[src/rtl/core_gpio_if.sv]
// core_gpio_if: APB slave bus bundle for core_gpio.
//   master modport: drives PSEL, PENABLE, PWRITE, PADDR, PWDATA;
//                   receives PRDATA, PREADY, PSLVERR.
//   slave modport : the mirror image, used by core_gpio.
interface core_gpio_if #(
   parameter int APB_WIDTH = 32
);
   logic                 PSEL;
   logic                 PENABLE;
   logic                 PWRITE;
   logic [7:0]           PADDR;
   logic [APB_WIDTH-1:0] PWDATA;
   logic [APB_WIDTH-1:0] PRDATA;
   logic                 PREADY;
   logic                 PSLVERR;

   modport master (
      output PSEL, PENABLE, PWRITE, PADDR, PWDATA,
      input  PRDATA, PREADY, PSLVERR
   );

   modport slave (
      input  PSEL, PENABLE, PWRITE, PADDR, PWDATA,
      output PRDATA, PREADY, PSLVERR
   );
endinterface

[src/rtl/core_gpio.sv]
// core_gpio: APB-programmable GPIO block with per-bit configuration,
// 2-flop input synchronizer, edge/level interrupts and an OR'd interrupt.
//   PCLK     : sole clock, rising edge
//   PRESETN  : asynchronous active-low reset
//   apb      : APB slave bus (zero wait states, never errors)
//   GPIO_IN  : asynchronous pin inputs
//   GPIO_OUT : pin output values (gated by CONFIG bit0)
//   GPIO_OE  : pin output enables (CONFIG bit2, or all ones when OE_TYPE=1)
//   INT      : per-bit interrupt flags
//   INT_OR   : OR of INT (held 0 when INT_BUS=0)
// Register map: CONFIG_i @ 4*i, INTR @ 0x80, GPIN @ 0x90, GPOUT @ 0xA0;
// the 32-bit registers are split into APB_WIDTH slices at base+4*k.
module core_gpio #(
   parameter int IO_NUM    = 32,
   parameter int APB_WIDTH = 32,
   parameter int OE_TYPE   = 0,
   parameter int INT_BUS   = 1
) (
   input  logic              PCLK,
   input  logic              PRESETN,
   core_gpio_if.slave        apb,
   input  logic [IO_NUM-1:0] GPIO_IN,
   output logic [IO_NUM-1:0] GPIO_OUT,
   output logic [IO_NUM-1:0] GPIO_OE,
   output logic [IO_NUM-1:0] INT,
   output logic              INT_OR
);
   localparam int NUM_SLICES = 32 / APB_WIDTH;

   logic [IO_NUM*8-1:0] cfg_reg, cfg_next;
   logic [IO_NUM-1:0]   gpout_reg, gpout_next;
   logic [IO_NUM-1:0]   intr_reg, intr_next;
   logic [IO_NUM-1:0]   s1_reg, s2_reg, s3_reg;

   logic       wr_en, aligned, slice_ok;
   logic       is_cfg, is_intr, is_gpin, is_gpout;
   logic [4:0] cfg_idx;
   logic [1:0] slice;

   // ---------------- address decode ----------------
   assign wr_en    = apb.PSEL & apb.PENABLE & apb.PWRITE;
   assign aligned  = (apb.PADDR[1:0] == 2'b00);
   assign cfg_idx  = apb.PADDR[6:2];
   assign slice    = apb.PADDR[3:2];
   assign is_cfg   = aligned && !apb.PADDR[7] && (32'(cfg_idx) < IO_NUM);
   // Only as many slices exist as are needed to cover 32 bits.
   assign slice_ok = aligned && (32'(slice) < NUM_SLICES);
   assign is_intr  = slice_ok && (apb.PADDR[7:4] == 4'h8);
   assign is_gpin  = slice_ok && (apb.PADDR[7:4] == 4'h9);
   assign is_gpout = slice_ok && (apb.PADDR[7:4] == 4'hA);

   // ---------------- read path (combinational) ----------------
   logic [7:0]  cfg_rd;
   logic [31:0] word_rd, word_shift;
   logic [APB_WIDTH-1:0] rd_data;

   always_comb begin
      cfg_rd = 8'h00;
      for (int i = 0; i < IO_NUM; i++) begin
         if (cfg_idx == 5'(i)) cfg_rd = cfg_reg[i*8 +: 8];
      end
      word_rd = 32'h0;
      if (is_intr)       word_rd = 32'(intr_reg);
      else if (is_gpin)  word_rd = 32'(s2_reg);
      else if (is_gpout) word_rd = 32'(gpout_reg);
      word_shift = word_rd >> (32'(slice) * APB_WIDTH);
      rd_data    = is_cfg ? APB_WIDTH'(cfg_rd) : word_shift[APB_WIDTH-1:0];
   end

   assign apb.PRDATA  = (apb.PSEL && !apb.PWRITE) ? rd_data : '0;
   assign apb.PREADY  = 1'b1;
   assign apb.PSLVERR = 1'b0;

   // ---------------- per-bit logic ----------------
   genvar gi;
   generate
      for (gi = 0; gi < IO_NUM; gi++) begin : g_bit
         localparam int SL = gi / APB_WIDTH;   // slice holding this bit
         localparam int SB = gi % APB_WIDTH;   // bit position within slice
         logic [7:0] cfg;
         logic       word_hit, clr, rise, fall, flag_next;

         assign cfg      = cfg_reg[gi*8 +: 8];
         assign word_hit = wr_en && (32'(slice) == SL);
         assign cfg_next[gi*8 +: 8] =
            (wr_en && is_cfg && (cfg_idx == 5'(gi))) ? apb.PWDATA[7:0] : cfg;
         assign gpout_next[gi] = (word_hit && is_gpout) ? apb.PWDATA[SB] : gpout_reg[gi];
         assign clr  = word_hit && is_intr && apb.PWDATA[SB];
         assign rise = s2_reg[gi] & ~s3_reg[gi];
         assign fall = ~s2_reg[gi] & s3_reg[gi];

         // Level types simply track the synchronized pin, so a clear cannot
         // stick; edge types latch and a same-cycle set beats the clear.
         always_comb begin
            flag_next = 1'b0;
            if (cfg[3]) begin
               case (cfg[7:5])
                  3'd0:    flag_next = s2_reg[gi];
                  3'd1:    flag_next = ~s2_reg[gi];
                  3'd2:    flag_next = rise | (intr_reg[gi] & ~clr);
                  3'd3:    flag_next = fall | (intr_reg[gi] & ~clr);
                  3'd4:    flag_next = rise | fall | (intr_reg[gi] & ~clr);
                  default: flag_next = 1'b0;
               endcase
            end
         end
         assign intr_next[gi] = flag_next;

         assign GPIO_OUT[gi] = gpout_reg[gi] & cfg[0];
         assign GPIO_OE[gi]  = (OE_TYPE != 0) ? 1'b1 : cfg[2];
      end
   endgenerate

   // ---------------- state ----------------
   always_ff @(posedge PCLK or negedge PRESETN) begin
      if (!PRESETN) begin
         cfg_reg   <= '0;
         gpout_reg <= '0;
         intr_reg  <= '0;
         s1_reg    <= '0;
         s2_reg    <= '0;
         s3_reg    <= '0;
      end else begin
         cfg_reg   <= cfg_next;
         gpout_reg <= gpout_next;
         intr_reg  <= intr_next;
         s1_reg    <= GPIO_IN;
         s2_reg    <= s1_reg;
         s3_reg    <= s2_reg;   // free-running, so config writes never fake an edge
      end
   end

   assign INT    = intr_reg;
   assign INT_OR = (INT_BUS != 0) ? |intr_reg : 1'b0;
endmodule

[src/flat_wrapper.sv]
// flat-port wrapper written by rule: the top's interface ports become plain ports
module core_gpio_flat 
#(
   parameter int IO_NUM    = 32,
   parameter int APB_WIDTH = 32,
   parameter int OE_TYPE   = 0,
   parameter int INT_BUS   = 1
)
  (PCLK, PRESETN, GPIO_IN, GPIO_OUT, GPIO_OE, INT, INT_OR, apb_PSEL, apb_PENABLE, apb_PWRITE, apb_PADDR, apb_PWDATA, apb_PRDATA, apb_PREADY, apb_PSLVERR);
  core_gpio_if #(.APB_WIDTH(APB_WIDTH)) apb_i ();
  input  logic PCLK;
  input  logic PRESETN;
  input  logic [IO_NUM-1:0] GPIO_IN;
  output logic [IO_NUM-1:0] GPIO_OUT;
  output logic [IO_NUM-1:0] GPIO_OE;
  output logic [IO_NUM-1:0] INT;
  output logic INT_OR;
  input wire logic [$bits(apb_i.PSEL)-1:0] apb_PSEL;
  input wire logic [$bits(apb_i.PENABLE)-1:0] apb_PENABLE;
  input wire logic [$bits(apb_i.PWRITE)-1:0] apb_PWRITE;
  input wire logic [$bits(apb_i.PADDR)-1:0] apb_PADDR;
  input wire logic [$bits(apb_i.PWDATA)-1:0] apb_PWDATA;
  output wire logic [$bits(apb_i.PRDATA)-1:0] apb_PRDATA;
  output wire logic [$bits(apb_i.PREADY)-1:0] apb_PREADY;
  output wire logic [$bits(apb_i.PSLVERR)-1:0] apb_PSLVERR;
  assign apb_i.PSEL = apb_PSEL;
  assign apb_i.PENABLE = apb_PENABLE;
  assign apb_i.PWRITE = apb_PWRITE;
  assign apb_i.PADDR = apb_PADDR;
  assign apb_i.PWDATA = apb_PWDATA;
  assign apb_PRDATA = apb_i.PRDATA;
  assign apb_PREADY = apb_i.PREADY;
  assign apb_PSLVERR = apb_i.PSLVERR;
  core_gpio #(.IO_NUM(IO_NUM), .APB_WIDTH(APB_WIDTH), .OE_TYPE(OE_TYPE), .INT_BUS(INT_BUS)) u_core (.PCLK(PCLK), .PRESETN(PRESETN), .apb(apb_i), .GPIO_IN(GPIO_IN), .GPIO_OUT(GPIO_OUT), .GPIO_OE(GPIO_OE), .INT(INT), .INT_OR(INT_OR));
endmodule
[config.mk]
export PLATFORM = sky130hd
export DESIGN_NAME = core_gpio_flat
export DESIGN_NICKNAME = d
export VERILOG_FILES = /design/src/rtl/core_gpio_if.sv /design/src/rtl/core_gpio.sv /design/src/flat_wrapper.sv
export SDC_FILE = /design/constraint.sdc
export NUM_CORES = 1
export LEC_CHECK = 0
export ABC_AREA = 1
export BUFFER_PORTS_ARGS = -buffer_cell sky130_fd_sc_hd__buf_4
export CORE_ASPECT_RATIO = 1.25
export CORE_MARGIN = 2
export CORE_UTILIZATION = 55
export DETAILED_ROUTE_END_ITERATION = 16
export PLACE_DENSITY = 0.75
export SYNTH_ARGS = -nofsm -noshare
export SYNTH_HDL_FRONTEND = slang
export SYNTH_SLANG_ARGS = --single-unit
[constraint.sdc]
create_clock -name PCLK -period 5.4 [get_ports PCLK]
set_input_delay 1.62 -clock PCLK [delete_from_list [all_inputs] [get_ports PCLK]]
set_output_delay 1.62 -clock PCLK [all_outputs]
set_load 0.1 [all_outputs]
After elaboration in Yosys (flattened, before gate mapping) --
Cells that the tools add are included. Widths: inputs -> output; s select.
Word-level totals: bits of input ports 77, register bits 416, output and inout bits 131, word-level logic and storage cells 768
Cells by class: reductions and logical operators 112, equality and inequality tests 162, bitwise gates (word level) 354, $lt $le $gt $ge 1, multiplexer cells 101, shift operators 1
Operators with widths (number):
- $mux 8 | 32
- $eq 3x2->1 const B | 64
- $mux 32 | 5
- $pmux 1 s5 | 32
- $and 1x1->1 | 130
- $or 1x1->1 | 128
- $eq 3x1->1 const B | 32
- $eq 3x3->1 const B | 32
- $logic_not 3->1 | 32
- $not 1->1 | 96
- $eq 5x5->1 const B | 16
- $logic_and 1x1->1 | 74
- $eq 5x4->1 const B | 8
- $mux 1 | 32
- $reduce_or 32->1 | 1
- $shr 32x7->32 | 1
- $eq 5x3->1 const B | 4
- $eq 4x4->1 const B | 3
- $eq 5x2->1 const B | 2
- $eq 5x1->1 const B | 1
- $logic_not 5->1 | 1
- $logic_not 2->1 | 2
- $logic_not 1->1 | 2
- $lt 2x1->1 const B | 1

Longest topological paths before layout --
Gate-level depths: netlist (run 1).
depth after elaboration 35, mapped depth 32, gate-level depth less buffers 32

Least setup slack after synthesis (run 1) --
Ideal clock, no wire load.
kind input to output, start input port apb_PADDR[6], end output port apb_PRDATA[5], arrival time 4.877 ns, setup slack -1.097 ns, cell stages on the path 28, path through buf_4 inv_1 buf_2 buf_4 nand3_1 nand3_1 nand2_1 nand3b_1 nand2_1 nand3_1 nand2_1 nand3_1 nand2_1 nand4_1 nand2_1 nand2_1 nand2_1 nand4_1 nand2_1 nand2_1 nand2_1 nand2_1 nand2_1 nand3_1 nand2_1 nand3_1 nand2_1 a21oi_1
Between the ends: cells in the longest elaborated chain, start to end 35, elaborated cells between the ends (all ways) 76
RTL lines:
- start, declared | line flat_wrapper.sv:21 | input wire logic [$bits(apb_i.PADDR)-1:0] apb_PADDR;
- $logic_not 5->1 | line core_gpio.sv:60 | if (cfg_idx == 5'(i)) cfg_rd = cfg_reg[i*8 +: 8];
- $mux 8 (32 in series) | line core_gpio.sv:60
- $mux 32 (*) | line core_gpio.sv:67 | rd_data = is_cfg ? APB_WIDTH'(cfg_rd) : word_shift[APB_WIDTH-1:0];
- $mux 32 (*) | line core_gpio.sv:70 | assign apb.PRDATA = (apb.PSEL && !apb.PWRITE) ? rd_data : '0;
- end, declared | line flat_wrapper.sv:23 | output wire logic [$bits(apb_i.PRDATA)-1:0] apb_PRDATA;
Every way passes the cells marked *; elsewhere a longest branch is shown, timed or not.

Final worst setup path (run 1) --
start input port apb_PADDR[3], end output port apb_PRDATA[6]
The elaborated chain is that of the path after synthesis.

==> results of run 1 <==
-- where the power goes --
part / internal (mW) / switching [mW]
Sequential: 3.19 / 0.0679
Combinational: 0.207 / 0.396
Clock: 1.82 / 1.26
Total: 5.21 / 1.73
-- worst paths after layout --
| check | to | slack (ps) | depth (start not counted) | start |
|---|---|---|---|---|
| max in group asynchronous | u_core.s2_reg[20] | 3260 | 2 | PRESETN |
| max reg2reg | u_core.INT[31] | 3880 | 5 | u_core.s2_reg[31] |
| min | u_core.s2_reg[11] | 350 | 0 | u_core.s1_reg[11] |
| min reg2reg | u_core.s2_reg[11] | 350 | 0 | u_core.s1_reg[11] |
| max | apb_PRDATA[6] | -590 | 35 | apb_PADDR[3] |
| min in group asynchronous | u_core.s1_reg[27] | 1090 | 1 | PRESETN |
-- critical path, delay by kind of cell --
family,cells,cell delay (ps)
and+or+nand+nor,30,2100
buffers and inverters,5,670
-- timing repair --
item,in CTS,in global routing
setup endpoints to repair,8,32
setup buffers,30,10
gates resized for setup,192,66
gates cloned,1,3
pin swaps,97,86
-- cell families (layout without fill, tap and decap cells) --
logic type               Yosys count  after routing  synth area share
other                              2              2         0.0003632
buffers and inverters            434            739           0.08890
XOR/XNOR                          13             13          0.005507
adder cells (fa/ha/maj)           64             64           0.03873
flip-flops                       416            416            0.5035
AND/OR/NAND/NOR                 1043           1043            0.2086
AO/OA/AOI/OAI                    555            555            0.1544
-- placed cells by master, fill, tap and decap left out, types with 41 or more instances in the layout --
cell,Yosys,routed
ha_1,64,64
o21ai_0,350,350
inv_1,295,287
nand2_1,803,751
a21oi_1,79,73
nor2_1,70,58
o211ai_1,50,50
buf_4,37,277
or2_2,42,41
buf_12,0,49
clkbuf_16,0,47
nand2_2,4,45
dfrtp_1,416,416
-- per-stage QoR --
stage	power, mW	setup WS (ps)	utilization	area [um2]	hold WS [ps]
2_1_floorplan	3.578	-87.67	-	20800	331.2
3_3_place_gp	3.836	-822.0	0.6254	23240	332.1
3_5_place_dp	3.852	-905.0	0.6254	23240	334.7
4_1_cts	6.950	-565.6	0.6910	25680	347.6
5_1_grt	7.157	-800.5	0.6998	26010	355.0
6_report	6.939	-588.6	0.6998	26010	346.0
-- layer usage --
layer / wire length (um) / vias to the layer above / GRT usage / share of wire
met3: 4515 / 168 / 0.03900 / 0.070
li1: - / 8673 / - / -
met4: 2897 / 0 / 0.1407 / 0.045
met2: 31950 / 809 / 0.5579 / 0.50
met5: 0 / - / 0 / 0
met1: 24960 / 9113 / 0.4232 / 0.39
-- final cells by class --
cell class                      instances  share of cell area
Clock buffer                           64             0.05027
Clock inverter                         14            0.005869
Inverter                              304             0.04474
Multi-Input combinational cell       1677              0.3433
Sequential cell                       416              0.4003
Tap cell                              486             0.02338
Timing Repair Buffer                  356              0.1319
Timing Repair inverter                  1           0.0002886
==> reports/qor.csv, run 1 <==
metric,value,unit
cts_buffers,44,
maxSlewViolCount,0,
port_buffers,205,
ys_seq_area_frac,0.5035,
antenna_found_initial,2,
hold_violations,0,
dp.cells,3201,
synthTopCellsByCount,"nand2_1 (803), dfrtp_1 (416), o21ai_0 (350)",
cts_tree,built,
status,"finished, violations left",
yosys_register_bits,416,
cp-start-kind,primary input,
grt_first_pass_wirelength,99740,um
fmax,0.1670,GHz
ys.flop_type,dfrtp_1,
dr_total_vias,18760,
power-per-cell-area,266.8,nW/um2
grt_max_degree,103,
setup_ws,-588.6,ps
min_path_type,flop to flop,
drc_errors,0,
syn_nets,2668,
fin_crit,5989,ps
clock-root-buffer,clkbuf_16,
htreeDepth,2,
crit_fanout,4,
nFillCells,2915,
cts_hold_buffers,0,
synthArstFlopShare,1.000,
synth_cells,2527,
rsz0062_at_grt,yes,
violations,setup timing,
die_height,220.8,um
synthTopCellsByArea,"dfrtp_1 (50%), nand2_1 (15%), o21ai_0 (8.5%)",
synth_top_area_share,0.5035,
multi_input_area,8930,um2
yosysMostFrequentCell,nand2_1,
num-nets-final,2941,
cts.path.max_buffers,3,
viasPerCell,5.655,
fin_crit_sh,1.109,
synth_cell_types,39,
grt_pass1_vias,18500,
wire_per_inst,19.39,um
path_clk_slew,60,ps
wirelength,64320,um
worst_slew_pin_slew,1226,ps
place_congestion,0.9158,
cp_slowest_cell,nor2_4,
n_antenna_cell,0,
layout.area.seq,10410,um2
globalRouteTotalUtil,0.3274,
syn_avg_cell_area,8.182,um2
firstDrtPassIters,8,
dieArea,39170,um2
synth_warnings,0,
finalSetupViolations,8,
p_leak,12.94,nW
crit_path_frequent_cell,nand2_1,
drtIter0Drc,1668,
max-slew-margin-rel,0.1815,
crit_arrival,4370,ps
cap_viol_max_count,0,
layout.cells.non_filler,3318,
syn_to_final_growth,25.79,%
rows,79,
ant_nets,0,
crit_type,primary input to output pin,
overflow,0,
clock_latency,550,ps
drive_above_1_share,0.2126,
synth_edf_count,0,
cts.sinks,416,
cp.required,3780,ps
clock_skew,11.15,ps
hpwl,43700,um
synth_top_cell_by_area,dfrtp_1,
io_pins,208,
cp-end-kind,output pin,
largest_register_ffs,256,
finalSetupTns,-4208,ps
start_util,0.5563,
core,37170,um2
critPathMaxStageDelay,170,ps
peakVddDrop,0.2538,mV
synthesis.area,20680,um2
die_w,177.4,um
Note: power is estimated with default switching activity, not from simulation.
==> inputs of run 2 (changes only) <==
==> constraint.sdc (replaced) <==
create_clock -name PCLK -period 6.9 [get_ports PCLK]
set_input_delay 2.07 -clock PCLK [delete_from_list [all_inputs] [get_ports PCLK]]
set_output_delay 2.07 -clock PCLK [all_outputs]
set_load 0.1 [all_outputs]
==> run 2 against run 1 <==
Compared with the run above:
- critical endpoint is now apb_PRDATA[4]
- non-clock buffer count decreased by 50
- register-to-register slack improved by 1700 ps
- final area decreased by 4.2%
- sequential power decreased by 22%
- first-iteration DRC count increased by 9.7%
- clock power decreased by 19%
- worst hold slack got worse by 9.2 ps
- the run still ends with setup timing left
- sequential share of layout area increased by 1.8 points
- critical path depth decreased by 4
- final cell count decreased by 1.6%
==> reports/qor.csv, run 2 (same netlist as run 1, synthesis figures left out) <==
metric,value,unit
status,"finished, violations left",
violations,setup timing,
hold_depth,0,
ant_nets,0,
core,37170,um2
rows,79,
clock_skew,16.70,ps
crit_fanout,4,
r2r_start,u_core.s2_reg[2],
peakVddDrop,0.1762,mV
antenna_found_initial,1,
worst_slew_pin_slew,1249,ps
place_congestion,0.9455,
dieArea,39170,um2
r2r_end,u_core.INT[2],
layout_commonest_cell,nand2_1,
max-slew-margin-rel,0.1667,
firstDrtPassIters,6,
wire_per_inst,19.19,um
wirelength,62620,um
cap_viol_max_count,0,
cp-end-kind,output pin,
fmax,0.1448,GHz
min_path_type,flop to flop,
path_clk_slew,60,ps
htreeDepth,2,
cts_buffers,43,
crit_arrival,4840,ps
critPathMaxStageDelay,210,ps
timing.reg2reg.setup_slack,5580,ps
dr_total_vias,18620,
start_util,0.5563,
critPathTopFamily,simple AND/OR/NAND/NOR gates,
cts_hold_buffers,0,
dp_slack,-177.0,ps
viasPerCell,5.703,
die_w,177.4,um
io_pins,208,
setup_ws,-7.846,ps
globalRouteTotalUtil,0.3197,
n_antenna_cell,0,
hpwl,42440,um
cts.sinks,416,
rsz0062_at_grt,yes,
grt_pass1_vias,18020,
overflow,0,
finalSetupTns,-7.846,ps
cp-start-kind,primary input,
grt_max_degree,180,
finalSetupViolations,1,
cts_tree,built,
drtIter0Drc,1830,
maxSlewViolCount,0,
largest_register_ffs,256,
cp.buffers_inverters,5,
cp.required,4830,ps
fin_crit,6908,ps
hold-path-endpoint,u_core.s2_reg[31],
reg2regPathDepth,5,
drive_above_1_share,0.1883,
crit_type,primary input to output pin,
final_cell_mix,"nand2_1 (759), dfrtp_1 (416), o21ai_0 (350)",
drc_errors,0,
p_leak,12.44,nW
num-nets-final,2890,
syn_to_final_growth,20.52,%
grt_first_pass_wirelength,97340,um
cts.path.max_buffers,3,
cp_slowest_cell,buf_8,
crit_path_frequent_cell,nand2_1,
clock-root-buffer,clkbuf_16,
worstHoldStart,u_core.s1_reg[31],
fin_crit_sh,1.001,
power-per-cell-area,219.2,nW/um2
hold_violations,0,
p_total,5.463,mW
clock_latency,560,ps
startpoint,apb_PADDR[4],
port_buffers,205,
die_height,220.8,um
run 2: cell types whose count changed in the layout (fill, tap and decap cells not counted), moves of 5 or more:
cell / change
buf_12: -41
nor2_1: +6
buf_6: -20
clkinv_2: -5
buf_8: +7
nand2_1: +8
buf_4: +5
nand3_1: +9
nand3_2: -9
nand2_4: -10
run 2: area by class of cell:
class	instances	area (um2)
clock buffers	62	1280
clock inverters	12	221.5
fillers	3079	12250
inverters	304	1145
multi-input cells	1678	8773
flip-flops and latches	416	10410
well taps	486	608.1
repair buffers	306	2481
run 2: timing repair:
action | CTS | global route
resized for setup | 55 | 65
setup buffers | 7 | 7
endpoints found under the setup margin | 8 | 8
pin swaps | 31 | 64
cloned | 1 | 1
run 2: stage by stage:
stage | cells | util | hold WS [ps] | cell area, um2
global route | 3264 | 0.6705 | 352.8 | 24920
floorplan | 2527 | - | 331.2 | 20700
CTS | 3256 | 0.6626 | 344.2 | 24630
detailed placement | 3175 | 0.6153 | 334.7 | 22870
finish | 3264 | 0.6705 | 336.8 | 24920
global placement | 3175 | 0.6153 | 332.2 | 22870
run 2: how the worst max path moves through the flow:
| stage | cells after the start | slack, ps | to |
|---|---|---|---|
| after CTS | 30 | -40 | apb_PRDATA[2] |
| after global routing | 32 | -230 | apb_PRDATA[6] |
| after global placement | 32 | -170 | apb_PRDATA[2] |
| after floorplan | 28 | 50 | apb_PRDATA[5] |
| final | 31 | -8 | apb_PRDATA[4] |
| after detailed placement | 32 | -180 | apb_PRDATA[2] |
run 2: per-layer routing:
metal  up-vias  share of wire  global-route usage
li1       8576              -                   -
met1      8973           0.39              0.4063
met2       866           0.49              0.5420
met3       201          0.073             0.05258
met4         0          0.044              0.1366
met5         -              0                   0
run 2: worst register-to-register path, cell delays in order, from the launching register on:
cell      delay, ps
dfrtp_1         430
inv_1            90
ha_1            140
nand2_1          60
a32o_1          260
a211oi_1        240
run 2: power breakdown:
part           switching (mW)  total [mW]  internal [mW]  leakage [nW]
clock network           0.970        2.48           1.51         0.732
logic                   0.296       0.435          0.139          6.13
registers              0.0518        2.55           2.49          5.58
==> inputs of run 3 (changes only) <==
--- a/config.mk
+++ b/config.mk
@@ -5,7 +5,6 @@
 export SDC_FILE = /design/constraint.sdc
 export NUM_CORES = 1
 export LEC_CHECK = 0
-export ABC_AREA = 1
 export BUFFER_PORTS_ARGS = -buffer_cell sky130_fd_sc_hd__buf_4
 export CORE_ASPECT_RATIO = 1.25
 export CORE_MARGIN = 2
==> run 3 against run 2 <==
Compared with the run above:
- die area grew 4.5%
- setup slack gained 79 ps
- highest routed layer is now met5
- register-to-register slack gained 60 ps
- final area grew 2.9%
- sequential share of layout area shrank 1.2 points
- global-route usage grew 5.4 points
- power grew 0.87%
- non-clock buffer count grew 28
- combinational power grew 25%
- the flow now finishes without violations
- core utilization shrank 1.2 points
- largest power group unchanged
==> reports/qor.csv, run 3 <==
metric,value,unit
status,"finished, final reports clean",
hold_depth,0,
cap_viol_max_count,0,
syn_avg_cell_area,10.91,um2
p_leak,12.22,nW
rsz0062_at_grt,no,
synth_xor_area_frac,0,
yosysMostFrequentCell,dfrtp_1,
r2r_start,u_core.s2_reg[6],
cts_tree,built,
fin_crit,6829,ps
synth_compound_area_frac,0.1352,
dieArea,40930,um2
post_cts_buffers,0,
drc_errors,0,
num-nets-final,2355,
peakVddDrop,0.2340,mV
die_w,181.4,um
dp.cells,2668,
synth_top_family_by_area,multiplexers,
synth-simple-area-share,0.1164,
final_cell_mix,"dfrtp_1 (416), buf_4 (324), mux2_2 (292)",
synth_warnings,0,
viasPerCell,6.437,
fin_crit_sh,0.9897,
clock_skew,12.48,ps
min_path_type,flop to flop,
clock-root-buffer,clkbuf_16,
layout_commonest_cell,dfrtp_1,
wirelength,76540,um
start_util,0.5557,
finalSetupViolations,0,
r2r_end,u_core.INT[6],
ys_seq_area_frac,0.4814,
cp-start-kind,primary input,
ant_nets,0,
synthMuxAreaShare,0.1798,
rows,81,
max-slew-margin-rel,0.2435,
ys.flop_type,dfrtp_1,
core,38920,um2
synthTopCellsByArea,"dfrtp_1 (48%), mux2_2 (15%), ha_1 (3.7%)",
synthArstFlopShare,1.000,
path_clk_slew,70,ps
place_congestion,0.9930,
fmax,0.1464,GHz
finalSetupTns,0,ps
hold-path-endpoint,u_core.s2_reg[8],
crit_fanout,29,
synth_cells,1982,
reg2regPathDepth,6,
hpwl,55250,um
globalRouteTotalUtil,0.3741,
grt_pass1_vias,17770,
wire_per_inst,27.89,um
die_height,225.7,um
clock_latency,570,ps
antenna_found_initial,1,
n_antenna_cell,0,
cp.required,4830,ps
synthTopCellsByCount,"dfrtp_1 (416), mux2_2 (292), nor2_1 (133)",
grt_first_pass_wirelength,113100,um
synthAdderAreaFrac,0.03703,
worstHoldStart,u_core.s1_reg[8],
yosys_register_bits,416,
io_pins,208,
hold_violations,0,
crit_arrival,4760,ps
timing.reg2reg.setup_slack,5640,ps
drive_above_1_share,0.3397,
firstDrtPassIters,6,
dr_total_vias,17660,
synth_cell_types,82,
synth_top_area_share,0.4814,
cp-end-kind,output pin,
power-per-cell-area,215.0,nW/um2
cts.path.max_buffers,3,
maxSlewViolCount,0,
synthesis.area,21620,um2
worst_slew_pin_slew,1124,ps
grt_max_degree,136,
cts_buffers,42,
cts.sinks,416,
layout.cells.non_filler,2744,
crit_type,primary input to output pin,
syn_to_final_growth,18.54,%
htreeDepth,2,
largest_register_ffs,256,
synth_edf_count,0,
syn_nets,2123,
synth_top_cell_by_area,dfrtp_1,
overflow,0,
drtIter0Drc,1663,
port_buffers,205,
[run 3: changes by cell type after synthesis, sizes merged, moves of 37 or more]
cell | previous run | this run
a21oi | 79 | 116
buf | 43 | 101
clkbuf | 87 | 45
inv | 301 | 79
mux2 | 0 | 298
mux2i | 0 | 51
nand2 | 807 | 128
nand3 | 60 | 23
nor2 | 81 | 149
o211ai | 50 | 6
o21ai | 350 | 108
or2 | 57 | 6
[run 3: repair_timing]
action	in CTS	in global routing
hold buffers	0	0
setup endpoints to repair	0	1
resized for setup	0	1
[run 3: logic make-up after synthesis]
family                   count (synthesis)
AO/OA/AOI/OAI                          448
adder cells (fa/ha/maj)                 64
buffers and inverters                  225
flip-flops                             416
multiplexers                           350
other                                    2
AND/OR/NAND/NOR                        477
[run 3: layout make-up]
| type | count | area [um2] |
|---|---|---|
| fill | 3114 | 13280 |
| sequential | 416 | 10410 |
| multi-input combinational | 1341 | 10220 |
| timing repair buffer | 334 | 2619 |
| clock buffer | 59 | 1259 |
| tap | 498 | 623.1 |
| inverter | 79 | 296.5 |
| clock inverter | 17 | 205.2 |
[run 3: through the flow]
stage | hold slack (ps) | utilization | area, um2 | setup WS (ps) | total power, mW
global route | 348.8 | 0.6587 | 25630 | 29.70 | 5.668
floorplan | 331.2 | - | 21700 | -313.8 | 2.862
finish | 346.9 | 0.6587 | 25630 | 70.93 | 5.510
detailed placement | 334.7 | 0.6210 | 24170 | 63.10 | 3.130
CTS | 348.6 | 0.6586 | 25630 | 61.61 | 5.525
global placement | 331.3 | 0.6210 | 24170 | 48.06 | 3.115
[run 3: power by group]
part / leakage [nW] / switching (mW) / internal (mW)
clock network: 0.723 / 0.987 / 1.43
registers: 5.53 / 0.0577 / 2.49
logic: 5.96 / 0.362 / 0.181
[run 3: how the worst max path moves through the flow]
stage,startpoint,to,slack [ps],depth (start not counted)
floorplan,apb_PADDR[3],apb_PRDATA[2],-310,9
global placement,apb_PADDR[3],apb_PRDATA[2],50,9
detailed placement,apb_PADDR[2],apb_PRDATA[2],60,8
CTS,apb_PADDR[3],apb_PRDATA[2],60,9
global route,apb_PADDR[2],apb_PRDATA[6],30,10
finish,apb_PADDR[6],apb_PRDATA[0],70,9
[run 3: metal layers]
layer  GRT usage  wire (um)
met1      0.4832      30590
met3     0.06628       5380
met2      0.6139      36510
met5           0         15
met4      0.1804       4044
[run 3: critical path: stages]
cell,delay [ps]
buf_4,330
buf_4,300
nand2_1,230
o21ai_0,510
a31oi_1,80
o21ai_0,220
o221ai_1,330
a31oi_2,320
buf_4,350
